File: config.mk
export PLATFORM = sky130hd
export DESIGN_NAME = pwm_capture
export DESIGN_NICKNAME = d
export VERILOG_FILES = /design/src/rtl/pwm_capture.sv
export SDC_FILE = /design/constraint.sdc
export NUM_CORES = 1
export LEC_CHECK = 0
export BUFFER_PORTS_ARGS = -buffer_cell sky130_fd_sc_hd__buf_4
export CORE_ASPECT_RATIO = 1.2
export CORE_MARGIN = 5
export CORE_UTILIZATION = 55
export CTS_CLUSTER_DIAMETER = 30
export CTS_CLUSTER_SIZE = 28
export DETAILED_ROUTE_END_ITERATION = 12
export GPL_ROUTABILITY_DRIVEN = 0
export GPL_TIMING_DRIVEN = 0
export HOLD_SLACK_MARGIN = 0.05
export PLACE_DENSITY = 0.8
export SETUP_SLACK_MARGIN = 0.4
export SYNTH_ARGS = -nofsm -noshare
export SYNTH_HDL_FRONTEND = slang
export SYNTH_SLANG_ARGS = --single-unit
File: constraint.sdc
create_clock -name i_sys_clk -period 4.49 [get_ports i_sys_clk]
set_input_delay 1.1225 -clock i_sys_clk [delete_from_list [all_inputs] [get_ports i_sys_clk]]
set_output_delay 1.1225 -clock i_sys_clk [all_outputs]
set_load 0.05 [all_outputs]
File: src/rtl/pwm_capture.sv
// pwm_capture: synchronizes and glitch-filters a PWM input, then measures the
// high time and period (rising edge to rising edge) of each complete cycle in
// clock ticks. Publishes both counts with a one-cycle valid strobe and flags a
// stalled input with a timeout level.
module pwm_capture #(
  parameter int CNT_W          = 24,
  parameter int FILTER_LEN     = 3,
  parameter int TIMEOUT_CYCLES = 2_700_000
) (
  input  logic             i_sys_clk,
  input  logic             i_rst,
  input  logic             i_pwm,
  output logic [CNT_W-1:0] o_high_cycles,
  output logic [CNT_W-1:0] o_period_cycles,
  output logic             o_valid,
  output logic             o_timeout
);

  localparam int              FW    = 4;
  localparam logic [FW-1:0]   FLEN  = FW'(FILTER_LEN);
  localparam logic [FW-1:0]   FONE  = FW'(1);
  localparam logic [CNT_W-1:0] TMO  = CNT_W'(TIMEOUT_CYCLES);
  localparam logic [CNT_W-1:0] CONE = CNT_W'(1);

  typedef enum logic [1:0] {S_IDLE, S_HIGH, S_LOW} state_t;

  logic             sync1_q, sync2_q;
  logic             filt_q, filt_d, filt_dly_q;
  logic [FW-1:0]    fcnt_q, fcnt_d;
  logic             rise, fall;
  state_t           state_q, state_d;
  logic [CNT_W-1:0] cnt_q, cnt_d;
  logic [CNT_W-1:0] high_q, high_d;
  logic [CNT_W-1:0] hc_q, hc_d, pc_q, pc_d;
  logic             valid_q, valid_d, tmo_q, tmo_d;

  // Two-flop synchronizer on the raw asynchronous input.
  always_ff @(posedge i_sys_clk or posedge i_rst) begin
    if (i_rst) begin
      sync1_q <= 1'b0;
      sync2_q <= 1'b0;
    end else begin
      sync1_q <= i_pwm;
      sync2_q <= sync1_q;
    end
  end

  // Glitch filter: the level flips on the cycle after FILTER_LEN consecutive
  // differing samples; the sample seen on the flip cycle already counts toward
  // the next change so both edges get identical latency.
  always_comb begin
    filt_d = filt_q;
    fcnt_d = fcnt_q;
    if (fcnt_q == FLEN) begin
      filt_d = ~filt_q;
      fcnt_d = (sync2_q == filt_q) ? FONE : '0;
    end else if (sync2_q != filt_q) begin
      fcnt_d = fcnt_q + FONE;
    end else begin
      fcnt_d = '0;
    end
  end

  // Filter state and one-cycle delayed copy for edge detection.
  always_ff @(posedge i_sys_clk or posedge i_rst) begin
    if (i_rst) begin
      filt_q     <= 1'b0;
      fcnt_q     <= '0;
      filt_dly_q <= 1'b0;
    end else begin
      filt_q     <= filt_d;
      fcnt_q     <= fcnt_d;
      filt_dly_q <= filt_q;
    end
  end

  assign rise = filt_q & ~filt_dly_q;
  assign fall = ~filt_q & filt_dly_q;

  // Measurement FSM: cnt restarts at 1 on each rise, so at any edge it holds
  // the number of clocks since the previous rise. Edges win over timeout.
  always_comb begin
    state_d = state_q;
    cnt_d   = cnt_q;
    high_d  = high_q;
    hc_d    = hc_q;
    pc_d    = pc_q;
    valid_d = 1'b0;
    tmo_d   = tmo_q;
    case (state_q)
      S_IDLE: begin
        cnt_d = '0;
        if (rise) begin
          state_d = S_HIGH;
          cnt_d   = CONE;
        end
      end
      S_HIGH: begin
        if (fall) begin
          high_d  = cnt_q;
          cnt_d   = cnt_q + CONE;
          state_d = S_LOW;
        end else if (cnt_q == TMO) begin
          tmo_d   = 1'b1;
          hc_d    = '0;
          pc_d    = '0;
          cnt_d   = '0;
          state_d = S_IDLE;
        end else begin
          cnt_d = cnt_q + CONE;
        end
      end
      S_LOW: begin
        if (rise) begin
          hc_d    = high_q;
          pc_d    = cnt_q;
          valid_d = 1'b1;
          tmo_d   = 1'b0;
          cnt_d   = CONE;
          state_d = S_HIGH;
        end else if (cnt_q == TMO) begin
          tmo_d   = 1'b1;
          hc_d    = '0;
          pc_d    = '0;
          cnt_d   = '0;
          state_d = S_IDLE;
        end else begin
          cnt_d = cnt_q + CONE;
        end
      end
      default: begin
        state_d = S_IDLE;
        cnt_d   = '0;
      end
    endcase
  end

  // FSM, counter and published-result registers.
  always_ff @(posedge i_sys_clk or posedge i_rst) begin
    if (i_rst) begin
      state_q <= S_IDLE;
      cnt_q   <= '0;
      high_q  <= '0;
      hc_q    <= '0;
      pc_q    <= '0;
      valid_q <= 1'b0;
      tmo_q   <= 1'b0;
    end else begin
      state_q <= state_d;
      cnt_q   <= cnt_d;
      high_q  <= high_d;
      hc_q    <= hc_d;
      pc_q    <= pc_d;
      valid_q <= valid_d;
      tmo_q   <= tmo_d;
    end
  end

  assign o_high_cycles   = hc_q;
  assign o_period_cycles = pc_q;
  assign o_valid         = valid_q;
  assign o_timeout       = tmo_q;

endmodule

# Word-level counts from Yosys, hierarchy flattened
# Index checks and enable logic that the tools add are counted.
# totals
inputBits,3
out_inout_bits,50
regBits,108
elab_cells,57
# classes
addsub,2
n_reduce_logical,4
mux,27
n_bitwise,4
n_eq_ne,8
# op_table
cell,count
$mux W24,9
$pmux W24 S2,2
$pmux W24 S3,1
$add A24 B1 Y24 const B,1
$eq A24 B22 Y1 const B,1
$mux W2,4
$mux W4,2
$mux W1,7
$pmux W2 S3,1
$add A4 B1 Y4 const B,1
$eq A4 B2 Y1 const B,1
$ne A2 B2 Y1 const B,2
$reduce_and A2 Y1,2
$and A1 B1 Y1,2
$eq A2 B1 Y1 const B,1
$eq A2 B2 Y1 const B,1
$logic_not A2 Y1,1
$not A1 Y1,2
$pmux W1 S2,1
$reduce_bool A2 Y1,1
$eq A1 B1 Y1,1
$ne A1 B1 Y1,1

# Logic depth before layout (Yosys ltp)
# Gate-level depths: netlist (run 1).
# logic_depth
word_depth,4
depth_mapped,8
depth_no_buf,6

# Worst setup path before layout (run 1)
# OpenSTA, ideal clock, no wires.
# synth_timing
path_type,register to register
start,reg cnt_q[0]
end,"reg pc_q[10], in the netlist o_period_cycles[10]"
stages_incl_launch_ff,9
path_buffers,2
period_less_slack_ns,1.768
required_ns,4.369
setup_slack_ns,2.722
t_arrival_ns,1.647
path_cell_list,dfrtp_1 > inv_1 > ha_1 > nor4bb_1 > nand4_1 > nor3_2 > buf_4 > buf_4 > a21oi_1
# synth_between
elab_chain_cells,4
elab_cells_between_ends,5
# synth_rtl
item,line_no,rtl
start: declaration,32,"logic [CNT_W-1:0] cnt_q, cnt_d;"
start signal: assignment,150,cnt_q <= cnt_d;
$eq A24 B22 Y1 (*),"103, 121",
$mux W24 (*),n/a,
"$mux W24, on equally long branches",n/a,
$pmux W24 S2 (*),n/a,
end signal: assignment,153,pc_q <= pc_d;
end: declaration,34,"logic [CNT_W-1:0] hc_q, hc_d, pc_q, pc_d;"
# Mark *: on every way between the ends. The rest lies on a longest branch, timed or not. The select of a mux whose other input is x is not followed.
# A chain may end at the register's enable or synchronous reset.

# Worst setup path after layout (run 1)
# layout_timing
start,reg cnt_q[10]
end,"reg pc_q[12], in the netlist o_period_cycles[12]"
# Same word-level chain as after synthesis.

==> metrics, run 1 <==
Primary FF master, synth=sky130_fd_sc_hd__dfrtp_1; number of cells on the worst hold path=0; reg-to-reg setup timing slack=2.18 ns; Synth Area in XOR/XNOR=under 10%; total CTS buffers=9; sequential-to-total area share from yosys stat=58.1%; final antenna-violating net count=0; data required time at the worst endpoint=4.74 ns; Filler Cell Count=645; CTS tree=done; fraction of the core area covered by cells at the end of the flow=roughly 66%; Synth async-reset ratio=100%; first-pass GRT wire length=17500 um; sort of element at the start of the critical path=flip-flop; Post-Syn Area per Cell=10.3 um^2; cell area reported after detailed placement=5220 um^2; area of the mapped netlist=4650 um^2; number of antenna violations at the first check in global routing=0; I/O pin count=53; Clock Skew=0.0139 ns; global-route usage over all layers=21.0%; CP Data Arrival Time=2.56 ns; clock-pin slew of the registers on the worst-case setup and hold paths=about 0.10 ns; gr ovfl total=0; Final Hold Fails=0; number of global-route vias before repair=3566; Detailed Route WL=10500 um; number of synthesized register bits=between 100 and 150; drt first-iter violations=between 200 and 300; Lkg Pwr=2.54 nW; Distinct cells, synth=45; EDFF count, synth=0; die width=94.0 um; Max-slew headroom=51.2%; nets in the synthesized netlist=approximately 460; number of nets in the layout=520; worst hold path type=flip-flop to flip-flop; final worst setup slack=~2.2 ns; placement row count=36; Final Cycle Share=51.6%; beginning of the critical path=cnt_q[10]; number of clock sinks=108; capturing element type of the critical path=flip-flop; maximum achievable frequency=432 MHz; Bufs on Longest Clock Path=2; worst r2r path cells=6; main combinational cell family by area after synthesis=simple AND/OR/NAND/NOR gates; half-perimeter wire length after placement=7280 um; root buffer cell=sky130_fd_sc_hd__clkbuf_8; FF-to-FF Start=cnt_q[10]; CP Max Fanout=10; Worst Hold Launch=sync1_q; drt first pass iters=5; outcome=completed; share of final-layout standard cells stronger than drive strength 1=21.4%; worst hold path endpoint=sync2_q; placement-stage worst setup slack=2.22 ns; hold-fix buffers at CTS=0; post-CTS repair timing setup buffer count=0; y dimension of the die=111 um; complex-gate fraction of the synthesized area=11.9%; time the worst path needs with I/O delays and setup=2.31 ns; RSZ-0062 raised after global routing=false; number of gates resized after cts=0; Initial Utilization=56.8%; via total after detailed routing=about 3600; VDD IR-drop max=roughly 0.00025 V; leading area contributor after synthesis=sky130_fd_sc_hd__dfrtp_1; capture point of the worst reg-to-reg path=o_period_cycles[12]; area share of the leading cell type in the synthesized netlist=58.1%; post-synthesis share of cell area spent on and, or, nand and nor gates=18.1%; Hold Worst Slack=0.355 ns; Max H-tree Level=3; cells after synthesis=450; combined area of the multi-input logic cells=1790 um^2; cell area power density=~400 nW/um^2; adder and majority gate portion of the synthesized area=0.807%; mux contribution to synthesized area=5.08%; Synth warnings=0; area of the core=just over 8000 um^2; final routed wire length divided by cell count=16.5 um; pin count of the biggest net entering global routing=61; classification of the worst setup path=flip-flop to flip-flop; floorplan die area=10400 um^2; Worst Tran Pin Value=0.731 ns; Worst-Skew Late Latency=roughly 0.37 ns; number of buffers inserted by port buffering=52; max_cap viols=0; Storage cell area=between 2000 and 3000 um^2; design area=5410 um^2; vias per std cell=~5.7; antenna diode count=0; Final Max Slew Viols=0; cells taking the most area after synthesis=sky130_fd_sc_hd__dfrtp_1 (58%), sky130_fd_sc_hd__nand2_1 (9.0%), sky130_fd_sc_hd__a21oi_1 (6.5%); count of unresolved DRC violations after routing=0; Area Growth Syn to Fin=16.3%; Final Setup Violations=0
## cells by family (layout without fill, tap and decap cells)
| logic type | count (synthesis) | after routing |
|---|---|---|
| flops | 108 | 108 |
| simple gates | 171 | 171 |
| xor+xnor | 14 | 14 |
| compound gates | 97 | 97 |
| buf+inv | 36 | 104 |
| fa+ha+maj | 3 | 3 |
| mux | 21 | 21 |
## cells in the mapped netlist, types with 2 or more instances
cell / count
sky130_fd_sc_hd__dfrtp_1: 108
sky130_fd_sc_hd__a22oi_1: 11
sky130_fd_sc_hd__nor2b_1: 3
sky130_fd_sc_hd__nand2_1: 111
sky130_fd_sc_hd__xnor2_1: 4
sky130_fd_sc_hd__buf_1: 2
sky130_fd_sc_hd__and2_1: 3
sky130_fd_sc_hd__nand4_4: 2
sky130_fd_sc_hd__mux2_2: 21
sky130_fd_sc_hd__buf_2: 11
sky130_fd_sc_hd__nor4b_1: 2
sky130_fd_sc_hd__and4_1: 3
sky130_fd_sc_hd__a21o_1: 2
sky130_fd_sc_hd__nand3b_1: 2
sky130_fd_sc_hd__ha_1: 3
sky130_fd_sc_hd__buf_4: 3
sky130_fd_sc_hd__or4_1: 6
sky130_fd_sc_hd__o21ai_0: 10
sky130_fd_sc_hd__nor2_1: 6
sky130_fd_sc_hd__a21oi_1: 60
sky130_fd_sc_hd__xor2_1: 10
sky130_fd_sc_hd__nand4_1: 6
sky130_fd_sc_hd__inv_1: 6
sky130_fd_sc_hd__nand3_1: 9
sky130_fd_sc_hd__clkbuf_1: 13
sky130_fd_sc_hd__nor4bb_1: 2
sky130_fd_sc_hd__or3_1: 5
sky130_fd_sc_hd__o31ai_1: 6
sky130_fd_sc_hd__nand2b_1: 4
## power breakdown
group          total (mW)  switching [mW]  internal, mW
registers            1.09          0.0516          1.04
clock network       0.587           0.327         0.260
logic               0.496           0.340         0.156
## state kept, by name, summed over array words and instances, names as in the netlist
signal,cells
filt_q,1
filt_dly_q,1
high_q,24
cnt_q,24
o_high_cycles,24
o_period_cycles,24
fcnt_q,4
sync2_q,1
state_q,2
o_timeout,1
sync1_q,1
o_valid,1
## metrics by stage
step | TNS [ns] | total power [mW] | instances
3_3_place_gp | -54.59 | 1.57 | 616
3_5_place_dp | 0 | 1.60 | 617
2_1_floorplan | 0 | 1.46 | 450
6_report | 0 | 2.17 | 632
5_1_grt | 0 | 2.28 | 632
4_1_cts | 0 | 2.19 | 632
## cell usage in the layout (no fill, tap or decap), types with 9 or more instances in the layout
cell type                  netlist  final
sky130_fd_sc_hd__o21ai_0        10     10
sky130_fd_sc_hd__dfrtp_1       108    108
sky130_fd_sc_hd__nand2_1       111    111
sky130_fd_sc_hd__a22oi_1        11     11
sky130_fd_sc_hd__clkbuf_8        0      9
sky130_fd_sc_hd__buf_4           3     55
sky130_fd_sc_hd__clkbuf_1       13     13
sky130_fd_sc_hd__buf_2          11     11
sky130_fd_sc_hd__xor2_1         10     10
sky130_fd_sc_hd__mux2_2         21     21
sky130_fd_sc_hd__a21oi_1        60     60
sky130_fd_sc_hd__nand3_1         9      9
## layer usage
metal | GRT usage [%] | vias to the layer above | wire (um)
li1 | - | 1678 | -
met1 | 29.1 | 1755 | 4500
met2 | 33.2 | 139 | 5180
met3 | 3.80 | 14 | 632
met4 | 7.13 | 0 | 145
met5 | 0 | - | 0
## worst max-delay path: stages (launching register included)
cell                      delay, ns
sky130_fd_sc_hd__dfrtp_1       0.48
sky130_fd_sc_hd__nor4b_1       0.44
sky130_fd_sc_hd__nand4_1       0.33
sky130_fd_sc_hd__nor3_2        0.42
sky130_fd_sc_hd__buf_4         0.25
sky130_fd_sc_hd__buf_4         0.20
sky130_fd_sc_hd__a21oi_1       0.06
## how the worst max path moves through the flow
stage,slack (ns),to
finish,2.18,o_period_cycles[12]
global route,2.04,o_period_cycles[12]
CTS,2.17,o_period_cycles[12]
detailed placement,2.22,o_period_cycles[5]
global placement,-0.51,sync1_q
floorplan,0.52,cnt_q[0]
## area by class of cell
| class | count | area share, % |
|---|---|---|
| Clock inverter | 6 | 1.32 |
| Sequential cell | 108 | 49.9 |
| Tap cell | 114 | 2.64 |
| Multi-Input combinational cell | 306 | 33.1 |
| Buffer | 29 | 2.47 |
| Inverter | 7 | 0.532 |
| Clock buffer | 9 | 2.29 |
| Timing Repair Buffer | 53 | 7.72 |
No activity file was read; power rests on OpenSTA's default activity.
==> run 2, diff against run 1 <==
==> constraint.sdc (replaced) <==
create_clock -name i_sys_clk -period 2.37 [get_ports i_sys_clk]
set_input_delay 0.5925 -clock i_sys_clk [delete_from_list [all_inputs] [get_ports i_sys_clk]]
set_output_delay 0.5925 -clock i_sys_clk [all_outputs]
set_load 0.05 [all_outputs]
==> run 2 against run 1 <==
  * Power grew 95%
  * Register-to-register slack worse by 1.7 ns
  * Non-clock buffer count grew 11
  * Worst setup slack got worse by 1.7 ns
  * Count of clock-buffer cells in the layout up 1
  * Via count up 0.75%
  * Critical path depth stayed put
  * Die area unchanged
  * Final area is 3.9% higher
  * Critical endpoint is now cnt_q[20]
  * Largest power group unchanged
==> metrics, run 2 (synthesis gave the netlist of run 1 again) <==
worst hold path type=primary input to async pin; die width=94.0 um; via total after detailed routing=3613; capturing element type of the critical path=flip-flop; placement row count=36; cell area power density=approximately 750 nW/um^2; data required time at the worst endpoint=2.65 ns; final routed wire length divided by cell count=~17 um; Detailed Route WL=10800 um; root buffer cell=sky130_fd_sc_hd__clkbuf_8; hold-fix buffers at CTS=0; pin count of the biggest net entering global routing=45; number of buffers inserted by port buffering=52; global-route usage over all layers=21.4%; total CTS buffers=9; Clock Skew=about 0.0082 ns; Max stage delay on crit path=0.52 ns; Final Hold Fails=0; Final Setup Violations=0; capture point of the worst reg-to-reg path=cnt_q[20]; area of the core=8200 um^2; gr ovfl total=0; CP Max Fanout=9; vias per std cell=around 5.6; final worst setup slack=0.487 ns; fin cells=644; top library cells by usage in the layout, fill and taps aside=sky130_fd_sc_hd__nand2_1 (111), sky130_fd_sc_hd__dfrtp_1 (107), sky130_fd_sc_hd__buf_4 (65); Initial Utilization=around 57%; max_cap viols=0; number of global-route vias before repair=3690; Final Max Slew Viols=0; share of final-layout standard cells stronger than drive strength 1=26.2%; outcome=completed; first-pass GRT wire length=18000 um; total power=4.23 mW; half-perimeter wire length after placement=7470 um; FF-to-FF Start=cnt_q[2]; count of unresolved DRC violations after routing=0; commonest non-fill, non-tap cell in the layout=sky130_fd_sc_hd__nand2_1; Area Growth Syn to Fin=20.8%; # placed instances=618; Bufs on Longest Clock Path=2; number of antenna violations at the first check in global routing=0; floorplan die area=10400 um^2; drt first pass iters=4; I/O pin count=53; CTS tree=done; clock-pin slew of the registers on the worst-case setup and hold paths=approximately 0.1 ns; time the worst path needs with I/O delays and setup=1.88 ns; antenna diode count=0; Max H-tree Level=3; Final Cycle Share=about four fifths; VDD IR-drop max=about 0.00061 V; end point of the critical path=cnt_q[20]; placement-stage worst setup slack=about 0.12 ns; Worst-Skew Late Latency=around 0.37 ns; sort of element at the start of the critical path=flip-flop; y dimension of the die=111 um; maximum achievable frequency=531 MHz; Max-slew headroom=55.5%; Lkg Pwr=2.66 nW; drt first-iter violations=290; number of clock sinks=around 110; classification of the worst setup path=flip-flop to flip-flop; cell with the biggest individual delay on the critical path=sky130_fd_sc_hd__or4_1; worst r2r path cells=6; CP Cell Sequence=clkbuf_4 -> and4_1 -> buf_4 -> nand2_2 -> or4_1 -> a22oi_1; CP Data Arrival Time=about 2.2 ns; final antenna-violating net count=0; number of nets in the layout=531; Worst Tran Pin Value=0.666 ns; RSZ-0062 raised after global routing=true; reg-to-reg setup timing slack=about 0.49 ns; beginning of the critical path=cnt_q[2]
==> run 2: cell types whose count changed in the layout (fill, tap and decap cells not counted), sizes merged <==
cell	before	now
clkinv	1	3
inv	9	8
clkinvlp	2	1
clkbuf	22	27
buf	69	76
==> run 2: area by class of cell <==
| type | instances | area, um^2 |
|---|---|---|
| Sequential cell | 108 | 2700 |
| Fill cell | 636 | 2580 |
| Multi-Input combinational cell | 306 | 1850 |
| Timing Repair Buffer | 64 | 505 |
| Buffer | 29 | 179 |
| Tap cell | 114 | 143 |
| Clock buffer | 10 | 138 |
| Clock inverter | 6 | 70.1 |
| Inverter | 7 | 30.0 |
==> run 2: worst min-delay path by stage <==
stage          startpoint           endpoint  slack (ns)  cells after the start
2_1_floorplan     sync1_q            sync2_q        0.33                      0
3_3_place_gp      sync1_q            sync2_q        0.33                      0
3_5_place_dp      sync1_q            sync2_q        0.34                      0
4_1_cts             i_pwm            sync1_q        0.31                      1
5_1_grt             i_pwm            sync1_q        0.31                      1
6_report            i_rst  o_high_cycles[10]        0.31                      2
==> run 2: timing repair <==
action	CTS	global route
endpoints found under the setup margin	70	74
resized for setup	7	32
setup buffers	5	5
pin swaps	3	0
endpoints found under the hold margin	0	0
==> run 2: worst max-delay path: cells and delay by family (launching register included) <==
| kind | cells | cell delay [ns] |
|---|---|---|
| AOI/OAI and AO/OA | 1 | 0.20 |
| buffers and inverters | 2 | 0.40 |
| DFF | 1 | 0.36 |
| and+or+nand+nor | 3 | 0.83 |
==> run 2: metal layers <==
layer,vias to the layer above,track usage (%),routed length (um)
met2,106,34.2,5480
met3,18,4.68,503
li1,1709,-,-
met5,-,0,0
met4,0,6.45,197
met1,1780,29.2,4610
==> run 2: metrics by stage <==
stage	utilization (%)	area (um^2)	hold slack, ns	TNS [ns]
after floorplan	-	4660	0.331	0
after global placement	63.3	5190	0.333	-12.88
after detailed placement	63.8	5230	0.340	0
after CTS	67.1	5500	0.307	0
after global routing	68.6	5620	0.306	0
final	68.6	5620	0.307	0
==> run 2: power breakdown <==
part / internal, mW / switching, mW
registers: 1.97 / 0.0935
logic: 0.343 / 0.668
clock network: 0.527 / 0.634
total: 2.84 / 1.40
==> run 3, diff against run 2 <==
==> constraint.sdc (replaced) <==
create_clock -name i_sys_clk -period 1.9 [get_ports i_sys_clk]
set_input_delay 0.475 -clock i_sys_clk [delete_from_list [all_inputs] [get_ports i_sys_clk]]
set_output_delay 0.475 -clock i_sys_clk [all_outputs]
set_load 0.05 [all_outputs]
==> run 3 against run 2 <==
  * The flow now finishes with violations (setup timing)
  * Critical endpoint is now cnt_q[21]
  * Clock power rose by 37%
  * Die area did not move
  * Non-clock buffer count increased by 38
  * Critical path depth rose by 1
  * Largest cell class unchanged
  * Sequential share of layout area shrank 5.9 points
  * Sequential cell count unchanged
  * Worst setup slack got worse by 0.54 ns
  * Hold slack got worse by 0.17 ns
  * Combinational power increased by 100%
  * Utilization grew 9.9 points
==> metrics, run 3 (synthesis gave the netlist of run 1 again) <==
max_cap viols=0; y dimension of the die=about 110 um; failing checks=setup timing; cell area reported after detailed placement=5400 um^2; proportion of power drawn by flip-flops and latches=41.5%; number of global-route vias before repair=roughly 4100; drt first pass iters=6; Worst-Skew Late Latency=0.38 ns; sort of element at the start of the critical path=flip-flop; antenna diode count=0; maximum achievable frequency=511 MHz; final routed wire length divided by cell count=20.5 um; number of nets in the layout=around 570; placement row count=36; cell area power density=970 nW/um^2; Final Setup Violations=69; die width=about 94 um; CP Data Arrival Time=2.22 ns; critical path depth=7; Bufs on Longest Clock Path=2; Detailed Route WL=14000 um; reg-to-reg setup timing slack=-0.06 ns; Setup Total Neg Slack=-1.72 ns; cell with the biggest individual delay on the critical path=sky130_fd_sc_hd__dfrtp_2; root buffer cell=sky130_fd_sc_hd__clkbuf_8; internal power=4.12 mW; Final Max Slew Viols=0; global-route usage over all layers=25.1%; cell class contributing the biggest share of worst-path delay=simple AND/OR/NAND/NOR gates; worst hold path type=primary input to async pin; worst r2r path cells=7; count of unresolved DRC violations after routing=0; VDD IR-drop max=0.000954 V; commonest non-fill, non-tap cell in the layout=sky130_fd_sc_hd__nand2_1; Initial Utilization=56.8%; Lkg Pwr=2.92 nW; time the worst path needs with I/O delays and setup=1.96 ns; fraction of the core area covered by cells at the end of the flow=around four fifths; Filler Cell Count=494; first-pass GRT wire length=20500 um; clock-pin slew of the registers on the worst-case setup and hold paths=around 0.11 ns; Area Growth Syn to Fin=38.3%; Worst Tran Pin Value=0.580 ns; CP Max Fanout=7; capturing element type of the critical path=flip-flop; hold-fix buffers at CTS=0; area of the core=8200 um^2; RSZ-0062 raised after global routing=true; Max-slew headroom=61.2%; total CTS buffers=9; vias per std cell=6.01; Clock Skew=0.0141 ns; Max H-tree Level=3; data required time at the worst endpoint=2.17 ns; number of antenna violations at the first check in global routing=0; gr ovfl total=0; Max stage delay on crit path=0.50 ns; FF-to-FF Start=cnt_q[10]; outcome=finished, violations left; buffering stage count on the worst path with inverters included=3; CP Cell Sequence=nor4b_4 -> nand4_1 -> buf_6 -> o21ai_4 -> buf_4 -> buf_6 -> a22oi_2; number of buffers inserted by port buffering=between 50 and 60; Hold Worst Slack=0.141 ns; number of clock sinks=108; beginning of the critical path=cnt_q[10]; Final Cycle Share=103%; share of final-layout standard cells stronger than drive strength 1=46.7%; top library cells by usage in the layout, fill and taps aside=sky130_fd_sc_hd__nand2_1 (109), sky130_fd_sc_hd__dfrtp_1 (96), sky130_fd_sc_hd__buf_4 (92); final antenna-violating net count=0; clock group share of total power=25.5%; drt first-iter violations=459; pin count of the biggest net entering global routing=between 40 and 50; Final Hold Fails=0; I/O pin count=53; capture point of the worst reg-to-reg path=cnt_q[21]; final worst setup slack=-0.0562 ns; total net switching power=around 2.1 mW; Sw Share=34.0%; floorplan die area=10400 um^2; design area=6430 um^2; via total after detailed routing=4100; most frequent cell on the critical path=sky130_fd_sc_hd__buf_6; classification of the worst setup path=flip-flop to flip-flop; half-perimeter wire length after placement=7510 um; CTS tree=done; fraction of power consumed by combinational cells=about 33%; end point of the critical path=cnt_q[21]
run 3: power groups by stage:
stage / clock (mW) / sequential (mW) / combinational [mW]
floorplan: 0 / 2.76 / 0.754
global placement: 0 / 2.61 / 1.19
detailed placement: 0 / 2.62 / 1.24
CTS: 1.60 / 2.57 / 1.64
global route: 1.71 / 2.61 / 2.16
finish: 1.59 / 2.59 / 2.06
run 3: cell type report:
type                       count  area, um^2  share of cell area (%)
multi-input combinational    306        2200                    34.2
buffer                        29         274                    4.26
clock buffer                   9         124                    1.92
timing repair buffer         102         838                    13.0
tap                          114         143                    2.22
clock inverter                 7         105                    1.63
sequential                   108        2720                    42.2
inverter                       7        30.0                   0.467
run 3: how the worst min path moves through the flow:
stage | startpoint | slack, ns | end | cells after the start
6_report | i_rst | 0.14 | high_q[10] | 2
3_5_place_dp | sync1_q | 0.34 | sync2_q | 0
5_1_grt | i_rst | 0.17 | high_q[10] | 2
4_1_cts | i_rst | 0.16 | o_high_cycles[10] | 2
3_3_place_gp | sync1_q | 0.33 | sync2_q | 0
2_1_floorplan | sync1_q | 0.33 | sync2_q | 0
run 3: worst register-to-register path, cell delays in order (launching register included):
cell                      delay (ns)
sky130_fd_sc_hd__dfrtp_2        0.50
sky130_fd_sc_hd__nor4b_4        0.38
sky130_fd_sc_hd__nand4_1        0.19
sky130_fd_sc_hd__buf_6          0.18
sky130_fd_sc_hd__o21ai_4        0.27
sky130_fd_sc_hd__buf_4          0.18
sky130_fd_sc_hd__buf_6          0.08
sky130_fd_sc_hd__a22oi_2        0.05
run 3: stage by stage:
| stage | cells | power (mW) | setup slack [ns] |
|---|---|---|---|
| after floorplan | 450 | 3.51 | 0.123 |
| after CTS | 672 | 5.80 | 0.0926 |
| final | 682 | 6.24 | -0.0562 |
| after global placement | 616 | 3.80 | -0.498 |
| after global routing | 682 | 6.49 | -0.0921 |
| after detailed placement | 618 | 3.85 | -0.431 |
run 3: per-layer routing:
metal  GRT usage (%)  up-vias  wire (um)
met4            15.0        0        627
met1            32.0     2018       5580
met5               0        -          0
met3            5.16       75        971
met2            38.9      226       6800
li1                -     1781          -
run 3: repair_timing:
| action | in CTS | in global routing |
|---|---|---|
| pin swaps | 19 | 13 |
| gates cloned | 1 | 2 |
| endpoints found under the setup margin | 98 | 98 |
| buffers inserted | 37 | 8 |
| gates resized for setup | 71 | 57 |
